**src/rtl/cic_decim.sv**
```systemverilog
// cic_decim: CIC decimator with ORDER integrators at the input rate, decimate-by-RATE, ORDER combs.
// Define CIC_ROUND_EN for round-half-up with positive saturation on the output shift (S>0 only).
module cic_decim #(
    parameter int ORDER = 4,
    parameter int RATE  = 64,
    parameter int IW    = 1,
    parameter int OW    = 24
) (
    input  logic          clk,
    input  logic          reset,
    input  logic [IW-1:0] din,
    input  logic          din_valid,
    output logic [OW-1:0] dout,
    output logic          dout_valid
);

    localparam int LOG2R = $clog2(RATE);
    localparam int IWX   = (IW > 1) ? IW : 2;
    localparam int W     = IWX + ORDER * LOG2R;
    localparam int S     = W - OW;
    localparam int CW    = (LOG2R > 0) ? LOG2R : 1;
    localparam logic [CW-1:0] CNT_LAST = CW'(RATE - 1);

    logic [W-1:0]  x_ext;
    logic [W-1:0]  integ_q [ORDER];
    logic [W-1:0]  integ_d [ORDER];
    logic [W-1:0]  dly_q   [ORDER];
    logic [W-1:0]  dly_d   [ORDER];
    logic [W-1:0]  comb_last;
    logic [CW-1:0] cnt_q, cnt_d;
    logic          strobe;
    logic [OW-1:0] scaled;
    logic [OW-1:0] dout_q, dout_d;
    logic          dout_valid_q, dout_valid_d;

    generate
        if (IW == 1) begin : g_pdm
            // 1 -> +1, 0 -> -1
            assign x_ext = {{(W-1){~din[0]}}, 1'b1};
        end else begin : g_pcm
            assign x_ext = {{(W-IW){din[IW-1]}}, din};
        end
    endgenerate

    always_comb begin
        strobe = din_valid && (cnt_q == CNT_LAST);
        cnt_d  = cnt_q;
        if (din_valid) begin
            cnt_d = (cnt_q == CNT_LAST) ? '0 : cnt_q + CW'(1);
        end
    end

    always_comb begin
        for (int k = 0; k < ORDER; k++) begin
            integ_d[k] = integ_q[k];
        end
        if (din_valid) begin
            integ_d[0] = integ_q[0] + x_ext;
            for (int k = 1; k < ORDER; k++) begin
                integ_d[k] = integ_q[k] + integ_q[k-1];
            end
        end
    end

    // Comb stages are chained combinationally within a strobe; each stage keeps
    // its own input from the previous strobe so the chain adds no output-rate delay.
    always_comb begin : comb_chain
        logic [W-1:0] acc;
        acc = integ_q[ORDER-1];
        for (int k = 0; k < ORDER; k++) begin
            dly_d[k] = strobe ? acc : dly_q[k];
            acc      = acc - dly_q[k];
        end
        comb_last = acc;
    end

    generate
        if (S > 0) begin : g_shift
`ifdef CIC_ROUND_EN
            localparam logic [W:0] HALF = (W+1)'(1) << (S - 1);
            logic [W:0]  rnd;
            logic [OW:0] rsh;
            logic        unused_rnd_lsbs;
            assign rnd             = {comb_last[W-1], comb_last} + HALF;
            assign rsh             = rnd[W:S];
            assign unused_rnd_lsbs = ^rnd[S-1:0];
            // Only a positive overflow is possible after adding the half LSB.
            assign scaled = (!rsh[OW] && rsh[OW-1]) ? {1'b0, {(OW-1){1'b1}}} : rsh[OW-1:0];
`else
            logic unused_lsbs;
            assign scaled      = comb_last[W-1:S];
            assign unused_lsbs = ^comb_last[S-1:0];
`endif
        end else if (S == 0) begin : g_same
            assign scaled = comb_last;
        end else begin : g_extend
            assign scaled = {{(-S){comb_last[W-1]}}, comb_last};
        end
    endgenerate

    always_comb begin
        dout_d       = strobe ? scaled : dout_q;
        dout_valid_d = strobe;
    end

    always_ff @(posedge clk or negedge reset) begin
        if (!reset) begin
            for (int k = 0; k < ORDER; k++) begin
                integ_q[k] <= '0;
                dly_q[k]   <= '0;
            end
            cnt_q        <= '0;
            dout_q       <= '0;
            dout_valid_q <= 1'b0;
        end else begin
            for (int k = 0; k < ORDER; k++) begin
                integ_q[k] <= integ_d[k];
                dly_q[k]   <= dly_d[k];
            end
            cnt_q        <= cnt_d;
            dout_q       <= dout_d;
            dout_valid_q <= dout_valid_d;
        end
    end

    assign dout       = dout_q;
    assign dout_valid = dout_valid_q;

endmodule

```
**config.mk**
```make
export PLATFORM = sky130hd
export DESIGN_NAME = cic_decim
export DESIGN_NICKNAME = d
export VERILOG_FILES = /design/src/rtl/cic_decim.sv
export SDC_FILE = /design/constraint.sdc
export NUM_CORES = 1
export LEC_CHECK = 0
export CORE_MARGIN = 2
export CORE_UTILIZATION = 50
export DETAILED_ROUTE_END_ITERATION = 10
export PLACE_DENSITY = 0.66
export SLEW_MARGIN = 10
export SYNTH_ARGS = -nofsm -noshare
export SYNTH_HDL_FRONTEND = slang
export SYNTH_SLANG_ARGS = --single-unit
```
**constraint.sdc**
```tcl
create_clock -name clk -period 7.45 [get_ports clk]
set_input_delay 1.49 -clock clk [delete_from_list [all_inputs] [get_ports clk]]
set_output_delay 1.49 -clock clk [all_outputs]
set_load 0.005 [all_outputs]
```
; Yosys cells after proc, flatten, opt, wreduce, memory -nomap -nowiden
; Cells that the tools add are included.
[word_totals]
register_bits = 239
input_bits = 4
output_inout_bits = 25
elab_cells = 24
[classes]
bitwise_logic = 1
n_eq_ne = 1
n_mux = 1
n_addsub = 9
reduce_logical = 1
[op_table]
columns = operator, count
row1 = $add 26x26->26, 4
row2 = $sub 26x26->26, 4
row3 = $add 6x1->6 const B, 1
row4 = $eq 6x6->1 const B, 1
row5 = $mux 6, 1
row6 = $logic_and 1x1->1, 1
row7 = $not 1->1, 1

; Depth between registers and ports, before layout
[logic_depth]
word_depth = 4
mapped_depth = 38
depth_no_buf = 37

; Worst setup path after synthesis
; No wires, ideal clock.
[synth_timing]
path_kind = register -> register
startpoint = register integ_q[0] (netlist name)
endpoint = register dout_q[20] (netlist: dout[20])
t_arrival_ns = 6.735
path_buffers = 1
setup_ns = 0.095
stages_incl_launch_ff = 38
path_slack_ns = 0.619
path_cell_list = dfrtp_1 -> inv_1 -> ha_1 -> inv_1 -> fa_1 -> a21o_1 -> a21oi_1 -> o21bai_1 -> and2_1 -> nor2_1 -> xnor2_1 -> ha_1 -> a21o_1 -> nor3_1 -> a31oi_1 -> a41oi_1 -> o21ai_0 -> a21o_1 -> (+2 left out) -> ha_1 -> and4_1 -> clkbuf_1 -> a21oi_1 -> o21ai_0 -> a22oi_1 -> nor2b_1 -> a21oi_1 -> nor3_1 -> nor2_1 -> ha_1 -> and3_1 -> a31o_2 -> a21oi_1 -> a21boi_0 -> o21a_1 -> o21a_1 -> o31ai_1
[synth_between]
elab_chain_cells = 4
[synth_lines]
columns = item, line
row1 = "start, declared", 25  ; logic [W-1:0] integ_q [ORDER];
row2 = "start signal, assigned by index", 117  ; integ_q[k] <= integ_d[k];
row3 = $sub 26x26->26 (4 in a row), 72  ; acc = acc - dly_q[k];
row4 = "end signal, assigned", 121  ; dout_q <= dout_d;
row5 = "end, declared", 33  ; logic [OW-1:0] dout_q, dout_d;
; Every way passes these cells.
; A chain may end at the register's enable or synchronous reset.

; Worst setup path in the final report
; Ends and elaborated chain as after synthesis.

==> run_summary.xml <==
<?xml version="1.0" encoding="UTF-8"?>
<metrics>
  <group name="yosys">
    <metric name="synth_commonest_cells" unit="">sky130_fd_sc_hd__dfrtp_1 (239), sky130_fd_sc_hd__ha_1 (199), sky130_fd_sc_hd__nand2_1 (191)</metric>
    <metric name="dominantRegCellSynth" unit="">sky130_fd_sc_hd__dfrtp_1</metric>
    <metric name="post_synth.cell_area_avg" unit="sq um">8.943</metric>
    <metric name="register_area_share_after_synthesis" unit="%">33.06</metric>
    <metric name="synth_top_area_share" unit="%">33.06</metric>
    <metric name="synth_enable_flop_cells" unit="">0</metric>
    <metric name="synth_top_area_cell" unit="">sky130_fd_sc_hd__dfrtp_1</metric>
    <metric name="synth-seq-cells" unit="">239</metric>
    <metric name="ys_warn_count" unit="">0</metric>
    <metric name="asyncSetResetFlopFracSynth" unit="%">100.0</metric>
    <metric name="netlist-cell-type-count" unit="">79</metric>
    <metric name="syn-cell-area" unit="sq um">18090</metric>
    <metric name="dominant_cell_by_count_in_the_synthesized_netlist" unit="">sky130_fd_sc_hd__dfrtp_1</metric>
    <metric name="synth_area_leaders" unit="">sky130_fd_sc_hd__dfrtp_1 (33%), sky130_fd_sc_hd__ha_1 (14%), sky130_fd_sc_hd__xnor2_1 (5.4%)</metric>
    <metric name="mappedNetlistNets" unit="">2233</metric>
    <metric name="synthesis.instances" unit="">2023</metric>
  </group>
  <group name="timing">
    <metric name="fin_crit" unit="ps">7013</metric>
    <metric name="achievable-frequency" unit="GHz">0.1426</metric>
    <metric name="final-hold-violation-count" unit="">0</metric>
    <metric name="clock-skew-final" unit="ps">15.94</metric>
    <metric name="slew_worst_pin" unit="ps">1048</metric>
    <metric name="fraction_of_the_cycle_the_final_worst_path_needs" unit="%">94.13</metric>
    <metric name="report.final.slew_viol_count" unit="">0</metric>
    <metric name="report.final.setup_viol" unit="">0</metric>
    <metric name="maxSlewHeadroom" unit="%">30.17</metric>
  </group>
  <group name="grt">
    <metric name="pin_count_of_the_biggest_net_entering_global_routing" unit="">136</metric>
    <metric name="grt_usage" unit="%">18.62</metric>
    <metric name="gr-total-overflow" unit="">0</metric>
    <metric name="antenna_found_initial" unit="">0</metric>
    <metric name="grt_first_pass_wirelength" unit="um">61570</metric>
    <metric name="first_global_vias" unit="">13930</metric>
  </group>
  <group name="floorplanning">
    <metric name="floorplan.die_area" unit="sq um">37720</metric>
    <metric name="num_io_pins" unit="">29</metric>
    <metric name="initial_cell_density_of_the_core" unit="%">50.86</metric>
    <metric name="design.core.area" unit="sq um">35570</metric>
    <metric name="die_height" unit="um">194.2</metric>
    <metric name="rows" unit="">69</metric>
    <metric name="die_width" unit="um">194.2</metric>
  </group>
  <group name="cts">
    <metric name="tritoncts_num_sinks" unit="">239</metric>
    <metric name="root_buffer" unit="">sky130_fd_sc_hd__clkbuf_16</metric>
    <metric name="clk_transition_reported_paths" unit="ps">50</metric>
    <metric name="cts_made_buffers" unit="">29</metric>
    <metric name="clkLatencyLatePin" unit="ps">550</metric>
    <metric name="cts-root-to-sink-buffers" unit="">3</metric>
    <metric name="cts_tree" unit="">yes</metric>
    <metric name="cts.htree.levels" unit="">1</metric>
  </group>
  <group name="final_layout">
    <metric name="antenna_cells" unit="">0</metric>
    <metric name="layout-area-overhead-vs-synth" unit="%">9.821</metric>
    <metric name="final_cells" unit="">2530</metric>
    <metric name="nets" unit="">2260</metric>
    <metric name="final.fill_count" unit="">3255</metric>
    <metric name="drive_gt1_share" unit="%">9.473</metric>
  </group>
  <group name="setup_path">
    <metric name="worst_path_slowest_cell" unit="">sky130_fd_sc_hd__dfrtp_1</metric>
    <metric name="cp_data_arrival_time" unit="ps">7460</metric>
    <metric name="startpoint_type" unit="">register</metric>
    <metric name="timing_worst_setup_path_type" unit="">reg -&gt; reg</metric>
    <metric name="nature_of_the_critical_path_endpoint" unit="">register</metric>
    <metric name="r2r_slack" unit="ps">440</metric>
    <metric name="critPathRequiredTime" unit="ps">7900</metric>
    <metric name="worstRegToRegCells" unit="">37</metric>
    <metric name="max_stage_delay" unit="ps">390</metric>
    <metric name="crit_path_max_fanout" unit="">6</metric>
    <metric name="crit_path_end" unit="">dout[20]</metric>
    <metric name="cp-startpoint" unit="">integ_q[0]</metric>
    <metric name="rr_startpoint" unit="">integ_q[0]</metric>
    <metric name="rr_endpoint" unit="">dout[20]</metric>
  </group>
  <group name="detailed_routing">
    <metric name="antenna_left" unit="">0</metric>
    <metric name="finalWirelength" unit="um">34740</metric>
    <metric name="drt-wirelength-per-cell" unit="um">13.73</metric>
    <metric name="detailedRoute.firstPassIterationCount" unit="">5</metric>
    <metric name="route.detailed.vias_per_inst" unit="">5.528</metric>
    <metric name="drtIter0Drc" unit="">416</metric>
    <metric name="route.vias.total" unit="">13990</metric>
    <metric name="total_drc_errors_in_the_routed_layout" unit="">0</metric>
  </group>
  <group name="place">
    <metric name="gp_congestion" unit="">0.8385</metric>
    <metric name="numPlacedInstances" unit="">2474</metric>
    <metric name="portBuffers" unit="">28</metric>
    <metric name="hpwl_after_detailed_placement" unit="um">25580</metric>
  </group>
  <group name="status">
    <metric name="outcome" unit="">completed</metric>
  </group>
  <group name="run">
    <metric name="max-cap-violations" unit="">0</metric>
  </group>
  <group name="hold_path">
    <metric name="hold_class" unit="">reg -&gt; reg</metric>
  </group>
</metrics>
-- cells in the final DEF (no fill, tap or decap), types with 25 or more instances in the layout --
master and instances:
sky130_fd_sc_hd__a21o_1 85, sky130_fd_sc_hd__a21oi_1 133, sky130_fd_sc_hd__clkbuf_16 29, sky130_fd_sc_hd__clkdlybuf4s50_1 26, sky130_fd_sc_hd__dfrtp_1 239, sky130_fd_sc_hd__ha_1 199, sky130_fd_sc_hd__inv_1 176, sky130_fd_sc_hd__mux2_2 78
sky130_fd_sc_hd__nand2_1 191, sky130_fd_sc_hd__nand3_1 37, sky130_fd_sc_hd__nor2_1 94, sky130_fd_sc_hd__nor3_1 41, sky130_fd_sc_hd__o21a_1 25, sky130_fd_sc_hd__o21ai_0 165, sky130_fd_sc_hd__xnor2_1 111, sky130_fd_sc_hd__xor2_1 47
-- repair_timing --
action,in CTS,in global routing
gates resized for setup,5,21
hold buffers,0,0
setup buffers,0,6
endpoints found under the setup margin,2,8
pin swaps,0,10
-- metal layers --
metal | track usage (%) | up-vias | share of wire (%)
met1 | 23.11 | 6471 | 47
met5 | 0 | - | 0
met2 | 33.77 | 166 | 48
met3 | 2.087 | 75 | 2.3
met4 | 5.808 | 0 | 3.0
li1 | - | 7273 | -
-- critical path, delay by kind of cell (launching register included) --
family / cells / cell delay [ps]
flip-flops: 1 / 390
adder cells (fa/ha/maj): 5 / 1470
AND/OR/NAND/NOR: 8 / 1290
XOR/XNOR: 2 / 320
buffers and inverters: 2 / 130
AO/OA/AOI/OAI: 20 / 3310
-- worst min path at each step --
stage	start	endpoint	slack, ps	depth (start not counted)
final	dout[18]	dout[18]	470	2
after CTS	dly_q[15]	dly_q[15]	480	2
after floorplan	dly_q[77]	dly_q[77]	450	2
after global routing	dout[7]	dout[7]	500	2
after detailed placement	dly_q[15]	dly_q[15]	470	2
after global placement	dly_q[77]	dly_q[77]	460	2
-- kinds of logic (layout without fill, tap and decap cells) --
family          after synthesis  in the layout  synth area share [%]
flops                       239            239                 33.06
fa+ha+maj                   206            206                 14.54
compound gates              608            608                 21.58
buf+inv                     229            275                 4.834
simple gates                498            498                 12.93
xor+xnor                    160            160                 7.905
mux                          83             83                 5.159
-- sequential cells by signal, summed over array words and instances, names as in the netlist --
| signal | cells |
|---|---|
| dout | 24 |
| dout_valid | 1 |
| dly_q | 104 |
| cnt_q | 6 |
| integ_q | 104 |
-- layout make-up --
class	instances	area, sq um	share of cell area [%]
Multi-Input combinational cell	1555	11320	56.98
Sequential cell	239	5981	30.10
Clock buffer	48	887.1	4.465
Inverter	179	674.4	3.394
Tap cell	461	576.8	2.903
Timing Repair Buffer	46	417.9	2.103
Clock inverter	2	10.01	0.05038
-- per-stage QoR --
stage	cell area (sq um)	hold WS [ps]	worst slack, ps	TNS [ps]	utilization [%]
after floorplan	18090	447.5	619.4	0	-
after global placement	18850	459.7	131.5	0	52.98
after detailed placement	18850	466.0	-127.5	-173.7	52.98
after CTS	19750	478.6	2.683	0	55.53
after global routing	19870	495.2	-139.4	-393.1	55.86
final	19870	470.6	437.1	0	55.86
Power is not shown: default switching activity piles up to over one toggle a cycle in this logic, so the estimate is an artifact.
